**config.mk**
```make
export PLATFORM = sky130hd
export DESIGN_NAME = alu_control_md
export DESIGN_NICKNAME = d
export VERILOG_FILES = /design/src/rtl/alu_control_md_pkg.sv /design/src/rtl/alu_control_md_iter_core.sv /design/src/rtl/alu_control_md.sv
export SDC_FILE = /design/constraint.sdc
export NUM_CORES = 1
export LEC_CHECK = 0
export BUFFER_PORTS_ARGS = -buffer_cell sky130_fd_sc_hd__buf_2
export CAP_MARGIN = 20
export CORE_MARGIN = 2
export CORE_UTILIZATION = 35
export CTS_CLUSTER_SIZE = 24
export DETAILED_ROUTE_END_ITERATION = 6
export GPL_TIMING_DRIVEN = 0
export MAX_ROUTING_LAYER = met4
export PLACE_DENSITY = 0.54
export SLEW_MARGIN = 20
export SYNTH_ARGS = -nofsm -noshare
export SYNTH_HDL_FRONTEND = slang
export SYNTH_SLANG_ARGS = --single-unit
```
**constraint.sdc**
```tcl
create_clock -name clk -period 6.2 [get_ports clk]
set_input_delay 0 -clock clk [delete_from_list [all_inputs] [get_ports clk]]
set_output_delay 0 -clock clk [all_outputs]
set_load 0.02 [all_outputs]
```
**src/rtl/alu_control_md_pkg.sv**
```systemverilog
// Shared constants for the ALU control decoder with the RV32M multiply/divide sequencer.
package alu_control_md_pkg;

    // Base ALU opcodes (bit 4 clear)
    localparam logic [4:0] ALU_AND   = 5'b00000;
    localparam logic [4:0] ALU_OR    = 5'b00001;
    localparam logic [4:0] ALU_SUM   = 5'b00010;
    localparam logic [4:0] ALU_EQUAL = 5'b00011;
    localparam logic [4:0] ALU_SLL   = 5'b00100;
    localparam logic [4:0] ALU_SRL   = 5'b00101;
    localparam logic [4:0] ALU_SRA   = 5'b00111;
    localparam logic [4:0] ALU_XOR   = 5'b01000;
    localparam logic [4:0] ALU_SUB   = 5'b01010;
    localparam logic [4:0] ALU_GE    = 5'b01100;
    localparam logic [4:0] ALU_GEU   = 5'b01101;
    localparam logic [4:0] ALU_SLT   = 5'b01110;
    localparam logic [4:0] ALU_SLTU  = 5'b01111;

    // M-extension opcodes: {2'b10, func3}
    localparam logic [4:0] MD_MUL    = 5'b10000;
    localparam logic [4:0] MD_MULH   = 5'b10001;
    localparam logic [4:0] MD_MULHSU = 5'b10010;
    localparam logic [4:0] MD_MULHU  = 5'b10011;
    localparam logic [4:0] MD_DIV    = 5'b10100;
    localparam logic [4:0] MD_DIVU   = 5'b10101;
    localparam logic [4:0] MD_REM    = 5'b10110;
    localparam logic [4:0] MD_REMU   = 5'b10111;

    // func3 values of the M operations
    localparam logic [2:0] F3_MUL    = 3'd0;
    localparam logic [2:0] F3_MULH   = 3'd1;
    localparam logic [2:0] F3_MULHSU = 3'd2;
    localparam logic [2:0] F3_DIV    = 3'd4;
    localparam logic [2:0] F3_REM    = 3'd6;

    // Main-decoder operation classes
    localparam logic [1:0] ALUOP_ADD    = 2'b00;
    localparam logic [1:0] ALUOP_BRANCH = 2'b01;
    localparam logic [1:0] ALUOP_ARITH  = 2'b10;

    localparam logic [6:0] FUNC7_MULDIV = 7'b0000001;

    typedef enum logic [1:0] {
        ST_IDLE = 2'd0,
        ST_MUL  = 2'd1,
        ST_DIV  = 2'd2,
        ST_DONE = 2'd3
    } md_state_e;

endpackage

```
**src/rtl/alu_control_md_iter_core.sv**
```systemverilog
// Iterative multiply/divide datapath: operand latch, iteration counter,
// shift-add multiplier and restoring divider on magnitudes, sign fixup.
module md_iter_core
    import alu_control_md_pkg::*;
#(
    parameter int XLEN  = 32,
    parameter int STEPS = 1
) (
    input  logic            clk,
    input  logic            rst_n,
    input  logic            start_i,
    input  logic            run_i,
    input  logic [2:0]      func3_i,
    input  logic [XLEN-1:0] rs1_i,
    input  logic [XLEN-1:0] rs2_i,
    output logic            fast_o,
    output logic [XLEN-1:0] fast_result_o,
    output logic            last_o,
    output logic [XLEN-1:0] result_o
);

    localparam int ITERS = XLEN / STEPS;
    localparam int CNT_W = $clog2(ITERS + 1);

    logic [2:0]        op_q, op_d;
    logic [XLEN-1:0]   b_q, b_d;
    logic              neg_q, neg_d;
    logic [2*XLEN-1:0] p_q, p_d;
    logic [CNT_W-1:0]  cnt_q, cnt_d;

    logic              a_neg, b_neg, signed_a, signed_b;
    logic [XLEN-1:0]   mag_a, mag_b;
    logic              div_zero, div_ovf;
    logic [2*XLEN-1:0] p_step, prod;
    logic [XLEN-1:0]   div_sel;

    // One shift-add step: {acc_hi, multiplier} shifts right, adding b when the low bit is set
    function automatic logic [2*XLEN-1:0] mul_step(input logic [2*XLEN-1:0] p,
                                                   input logic [XLEN-1:0] b);
        logic [XLEN:0] sum;
        sum = {1'b0, p[2*XLEN-1:XLEN]} + (p[0] ? {1'b0, b} : {(XLEN+1){1'b0}});
        return {sum, p[XLEN-1:1]};
    endfunction

    // One restoring-division step: {remainder, quotient/dividend} shifts left
    function automatic logic [2*XLEN-1:0] div_step(input logic [2*XLEN-1:0] p,
                                                   input logic [XLEN-1:0] b);
        logic [XLEN:0] sh;
        logic [XLEN:0] diff;
        sh   = {p[2*XLEN-1:XLEN], p[XLEN-1]};
        diff = sh - {1'b0, b};
        if (!diff[XLEN]) begin
            return {diff[XLEN-1:0], p[XLEN-2:0], 1'b1};
        end
        return {sh[XLEN-1:0], p[XLEN-2:0], 1'b0};
    endfunction

    // Operand signedness, magnitudes and fast-path detection from the live inputs
    always_comb begin
        signed_a = func3_i[2] ? !func3_i[0] : (func3_i == F3_MULH || func3_i == F3_MULHSU);
        signed_b = func3_i[2] ? !func3_i[0] : (func3_i == F3_MULH);
        a_neg    = signed_a & rs1_i[XLEN-1];
        b_neg    = signed_b & rs2_i[XLEN-1];
        mag_a    = a_neg ? -rs1_i : rs1_i;
        mag_b    = b_neg ? -rs2_i : rs2_i;
        div_zero = func3_i[2] && (rs2_i == '0);
        div_ovf  = (func3_i == F3_DIV || func3_i == F3_REM) &&
                   (rs1_i == {1'b1, {(XLEN-1){1'b0}}}) && (rs2_i == '1);
        fast_o   = div_zero | div_ovf;
        if (div_zero) begin
            fast_result_o = func3_i[1] ? rs1_i : '1;
        end else begin
            fast_result_o = func3_i[1] ? '0 : rs1_i;
        end
    end

    // STEPS iterations per cycle, then sign fixup on the final value
    always_comb begin
        p_step = p_q;
        for (int i = 0; i < STEPS; i++) begin
            p_step = op_q[2] ? div_step(p_step, b_q) : mul_step(p_step, b_q);
        end
        prod    = neg_q ? -p_step : p_step;
        div_sel = op_q[1] ? p_step[2*XLEN-1:XLEN] : p_step[XLEN-1:0];
        if (op_q[2]) begin
            result_o = neg_q ? -div_sel : div_sel;
        end else begin
            result_o = (op_q[1:0] == 2'b00) ? prod[XLEN-1:0] : prod[2*XLEN-1:XLEN];
        end
        last_o = (cnt_q == CNT_W'(ITERS - 1));
    end

    // Next-state of the operand latch and iteration counter
    always_comb begin
        op_d  = op_q;
        b_d   = b_q;
        neg_d = neg_q;
        p_d   = p_q;
        cnt_d = cnt_q;
        if (start_i) begin
            op_d  = func3_i;
            b_d   = mag_b;
            neg_d = (func3_i == F3_REM) ? a_neg : (a_neg ^ b_neg);
            p_d   = {{XLEN{1'b0}}, mag_a};
            cnt_d = '0;
        end else if (run_i) begin
            p_d   = p_step;
            cnt_d = cnt_q + 1'b1;
        end
    end

    // Datapath registers
    always_ff @(posedge clk or negedge rst_n) begin
        if (!rst_n) begin
            op_q  <= '0;
            b_q   <= '0;
            neg_q <= 1'b0;
            p_q   <= '0;
            cnt_q <= '0;
        end else begin
            op_q  <= op_d;
            b_q   <= b_d;
            neg_q <= neg_d;
            p_q   <= p_d;
            cnt_q <= cnt_d;
        end
    end

endmodule

```
**src/rtl/alu_control_md.sv**
```systemverilog
// EX-stage ALU control: base/M opcode decode plus the multiply/divide sequencer FSM.
module alu_control_md
    import alu_control_md_pkg::*;
#(
    parameter int XLEN     = 32,
    parameter int OP_WIDTH = 5,
    parameter int STEPS    = 1
) (
    input  logic                clk,
    input  logic                rst_n,
    input  logic                valid_i,
    input  logic                flush_i,
    input  logic                is_immediate,
    input  logic [1:0]          aluop_in,
    input  logic [6:0]          func7,
    input  logic [2:0]          func3,
    input  logic [XLEN-1:0]     rs1_i,
    input  logic [XLEN-1:0]     rs2_i,
    output logic [OP_WIDTH-1:0] aluop_out,
    output logic                md_op_o,
    output logic                stall_o,
    output logic                done_o,
    output logic [XLEN-1:0]     md_result_o
);

    md_state_e       state_q, state_d;
    logic [XLEN-1:0] md_result_q, md_result_d;
    logic            start, busy, run;
    logic            fast, last;
    logic [XLEN-1:0] fast_result, core_result;

    // Opcode decode; branches use inverted-sense compares (zero result means taken)
    always_comb begin
        aluop_out = ALU_SUM;
        md_op_o   = 1'b0;
        case (aluop_in)
            ALUOP_BRANCH: begin
                case (func3)
                    3'b000:  aluop_out = ALU_SUB;
                    3'b001:  aluop_out = ALU_EQUAL;
                    3'b100:  aluop_out = ALU_GE;
                    3'b101:  aluop_out = ALU_SLT;
                    3'b110:  aluop_out = ALU_GEU;
                    3'b111:  aluop_out = ALU_SLTU;
                    default: aluop_out = ALU_SUM;
                endcase
            end
            ALUOP_ARITH: begin
                if (!is_immediate && func7 == FUNC7_MULDIV) begin
                    md_op_o   = 1'b1;
                    aluop_out = {2'b10, func3};
                end else begin
                    case (func3)
                        3'b000:  aluop_out = (func7[5] && !is_immediate) ? ALU_SUB : ALU_SUM;
                        3'b001:  aluop_out = ALU_SLL;
                        3'b010:  aluop_out = ALU_SLT;
                        3'b011:  aluop_out = ALU_SLTU;
                        3'b100:  aluop_out = ALU_XOR;
                        3'b101:  aluop_out = func7[5] ? ALU_SRA : ALU_SRL;
                        3'b110:  aluop_out = ALU_OR;
                        default: aluop_out = ALU_AND;
                    endcase
                end
            end
            default: aluop_out = ALU_SUM;
        endcase
    end

    md_iter_core #(
        .XLEN  (XLEN),
        .STEPS (STEPS)
    ) u_core (
        .clk           (clk),
        .rst_n         (rst_n),
        .start_i       (start),
        .run_i         (run),
        .func3_i       (func3),
        .rs1_i         (rs1_i),
        .rs2_i         (rs2_i),
        .fast_o        (fast),
        .fast_result_o (fast_result),
        .last_o        (last),
        .result_o      (core_result)
    );

    // Handshake outputs; a start only happens from IDLE, so valid_i in DONE is ignored
    always_comb begin
        busy    = (state_q == ST_MUL) || (state_q == ST_DIV);
        start   = (state_q == ST_IDLE) && valid_i && md_op_o && !flush_i;
        run     = busy && !flush_i;
        stall_o = start || busy;
        done_o  = (state_q == ST_DONE);
    end

    // Next state and result capture; flush wins over both start and completion
    always_comb begin
        state_d     = state_q;
        md_result_d = md_result_q;
        if (flush_i) begin
            state_d = ST_IDLE;
        end else begin
            case (state_q)
                ST_IDLE: begin
                    if (start) begin
                        if (fast) begin
                            state_d     = ST_DONE;
                            md_result_d = fast_result;
                        end else begin
                            state_d = func3[2] ? ST_DIV : ST_MUL;
                        end
                    end
                end
                ST_MUL, ST_DIV: begin
                    if (last) begin
                        state_d     = ST_DONE;
                        md_result_d = core_result;
                    end
                end
                default: state_d = ST_IDLE;
            endcase
        end
    end

    // State and result registers
    always_ff @(posedge clk or negedge rst_n) begin
        if (!rst_n) begin
            state_q     <= ST_IDLE;
            md_result_q <= '0;
        end else begin
            state_q     <= state_d;
            md_result_q <= md_result_d;
        end
    end

    assign md_result_o = md_result_q;

endmodule

```
==> metrics <==
Final Skew 0.0177 ns; Worst IR Drop VDD 0.000191 V; status finished clean; Overflow after GRT 0; worst reg-to-reg setup slack 0.003 ns; CP max FO 10; # clock sinks 140; Netlist Area Pre-Place 0.0174 mm2; Critical Path Sink md_result_o[19]; Seq/Total Area, Yosys 20.2%; Tot Pwr 6.72 mW; Root Driver clkbuf_16; routed len/inst 29.2 um; first-pass GRT wire length 137000 um; H-tree levels 4; Horiz. Die Dim 227 um; Skew-Pair Late Insertion Delay 0.50 ns; unique cell type count in the Yosys netlist 87; number of flops mapped to enable cells by yosys 0; Mapped Cells 2388; synthesized flop and latch total 140; final worst setup slack 0.00302 ns; clk buf depth 2; Power Density 327 mW/mm2; # rows 81; setup TNS 0 ns; Final Max Tran Viols 0; TritonCTS buffer count 17; dominant cells by area after synthesis dfrtp_1, o21ai_0, nand2_1, a21oi_1, ha_1; RD Place Congestion 1.04; Post-Synthesis Net Count 2545; worst hold path type in2async; Mean Syn Cell Area 7.27 um2; Setup crit start u_core.p_q[31]; Hold Vio Cnt, Final 0; highest clock rate 161 MHz; count leader, synth nand2_1; initial antenna violation count 2; WHS 0.0264 ns; Detailed Route WL 96200 um; Die Height 227 um; Yosys top cell area share 20.2%; FFs w/ async S/R, synth 100%; share of layout cells above drive strength 1 11.8%; Ys Warns 0; CP Class reg2reg; Finished Core Util 42.0%; Worst-path clk slew 0.08 ns; CP Data Required Time 6.57 ns; DRT Pass-1 Iters 6; minimum clock period 6.20 ns; Leakage 8.38 nW; Crit path arrival time 6.57 ns; fin crit share 100%; CTS tree built; post-synth top area cell dfrtp_1; crit end category register; ys flop type dfrtp_1; unrepaired setup endpoints after global routing no; Core ar. 0.0490 mm2; port buffer count 116; relative slew slack 27.1%; largest net degree at the start of global routing 88; via/cell ratio 6.47; die area 0.0514 mm2; Initial Util 35.4%; setup slack at placement -2.61 ns; Detail Route Antenna Nets 0; total of max-cap violations 0; number of global-route vias before repair 19800; fillers 5176; Worst R2R Path Depth 22; initial DRC count 2745; RR Endpoint md_result_o[19]; residual DRC count 0; final setup fails 0; via count 21300; dpl hpwl 76800 um; most frequent cells after synthesis nand2_1, o21ai_0, nor2_1; final net count 2770; crit start category register; # IOs 121; worst reg2reg path startpoint u_core.p_q[31]; worst-margin pin slew 1.09 ns; area grow syn2layout 18.6%; GRT Total Usage 38.3%
-- logic make-up (layout without fill, tap and decap cells) --
logic type | after synthesis | in the layout | synth area share [%]
multiplexers | 69 | 69 | 4.26
buffers and inverters | 224 | 462 | 5.05
flip-flops | 140 | 140 | 20.2
AND/OR/NAND/NOR | 872 | 872 | 24.7
other | 0 | 1 | 0
AO/OA/AOI/OAI | 821 | 821 | 30.7
XOR/XNOR | 159 | 159 | 8.03
adder cells (fa/ha/maj) | 103 | 103 | 7.12
-- critical path, stage by stage, from the launching register on --
cell        delay [ns]
dfrtp_2           0.45
clkinvlp_4        0.16
ha_1              0.24
inv_1             0.08
fa_2              0.24
a211oi_2          0.08
o211ai_1          0.41
a2111oi_4         0.18
buf_4             0.18
nor4_2            0.51
buf_4             0.24
nor3_4            0.06
buf_2             0.24
buf_2             0.24
nor2_1            0.40
buf_2             0.40
mux2i_1           0.25
mux2i_1           0.27
o21a_1            0.32
o41ai_1           0.41
xor2_1            0.32
nor3_1            0.11
a211o_1           0.27
-- per-layer routing --
layer / vias up / routed length (um) / track usage [%]
met5: - / 0 / -
met4: 0 / 4780 / 17.6
met3: 246 / 10400 / 8.92
met2: 1297 / 39700 / 53.4
met1: 10400 / 41300 / 52.1
li1: 9343 / - / -
-- per-stage QoR --
stage | instances | cell area [um2]
2_1_floorplan | 2388 | 17400
3_3_place_gp | 3168 | 18800
3_5_place_dp | 3171 | 18800
4_1_cts | 3281 | 20400
5_1_grt | 3291 | 20600
6_report | 3291 | 20600
-- cells in the final DEF, fill, tap and decap left out, types with 12 or more instances in the layout --
master         instances
o21ai_0              231
nand2b_1              14
buf_4                 25
ha_1                  73
or2_2                 18
xnor2_1               83
a221o_1               12
a21oi_1              184
nor4_1                24
inv_1                 67
a21o_1                20
mux2i_1               46
a31oi_1               43
nand4_1               37
nand2_1              277
mux2_2                19
and3_1                36
o41ai_1               12
buf_2                135
nor2b_1               12
xor2_1                76
nand3b_1              12
dlygate4sd3_1         66
and2_1                42
clkbuf_16             17
nand3_1               52
nor2_1               191
a22o_1                17
a211o_1               14
a211oi_1              33
nor3_1                61
o21a_1                22
o31ai_1               29
dfrtp_1              139
or3_1                 22
o211ai_1              44
maj3_1                27
clkbuf_1             112
-- layout make-up --
| cell class | instances | area, um2 | area share (%) |
|---|---|---|---|
| Antenna cell | 1 | 2.50 | 0.0122 |
| Sequential cell | 140 | 3500 | 17.0 |
| Clock inverter | 14 | 145 | 0.705 |
| Clock buffer | 18 | 429 | 2.09 |
| Timing Repair Buffer | 207 | 1460 | 7.12 |
| Inverter | 70 | 267 | 1.30 |
| Buffer | 153 | 642 | 3.12 |
| Tap cell | 664 | 831 | 4.04 |
| Multi-Input combinational cell | 2024 | 13300 | 64.6 |
-- sequential cells by signal (all words and copies together) (netlist names) --
signal,flops
u_core.p_q,64
md_result_o,32
u_core.b_q,32
u_core.cnt_q,6
u_core.op_q,3
state_q,2
u_core.neg_q,1
-- what timing repair did --
| action | 4_1_cts | 5_1_grt |
|---|---|---|
| setup buffers | 13 | 9 |
| cloned | 0 | 0 |
| hold buffers | 66 | 0 |
| endpoints found under the hold margin | 201 | 0 |
| gates resized for setup | 48 | 32 |
| pin swaps | 9 | 7 |
| endpoints found under the setup margin | 36 | 24 |
-- worst min path at each step --
stage,from,to,slack (ns)
after global placement,rs2_i[1],u_core.b_q[1],0.32
after global routing,rst_n,md_result_o[31],0.07
after floorplan,rst_n,md_result_o[0],-0.30
after detailed placement,rst_n,md_result_o[17],-0.03
after CTS,rst_n,md_result_o[31],0.03
final,rst_n,md_result_o[31],0.03
-- where the power goes --
group	total [mW]	internal (mW)	switching [mW]
clock	1.08	0.591	0.486
combinational	4.33	1.41	2.92
sequential	1.32	1.06	0.260
total	6.72	3.06	3.66
No activity file was read; power rests on OpenSTA's default activity.
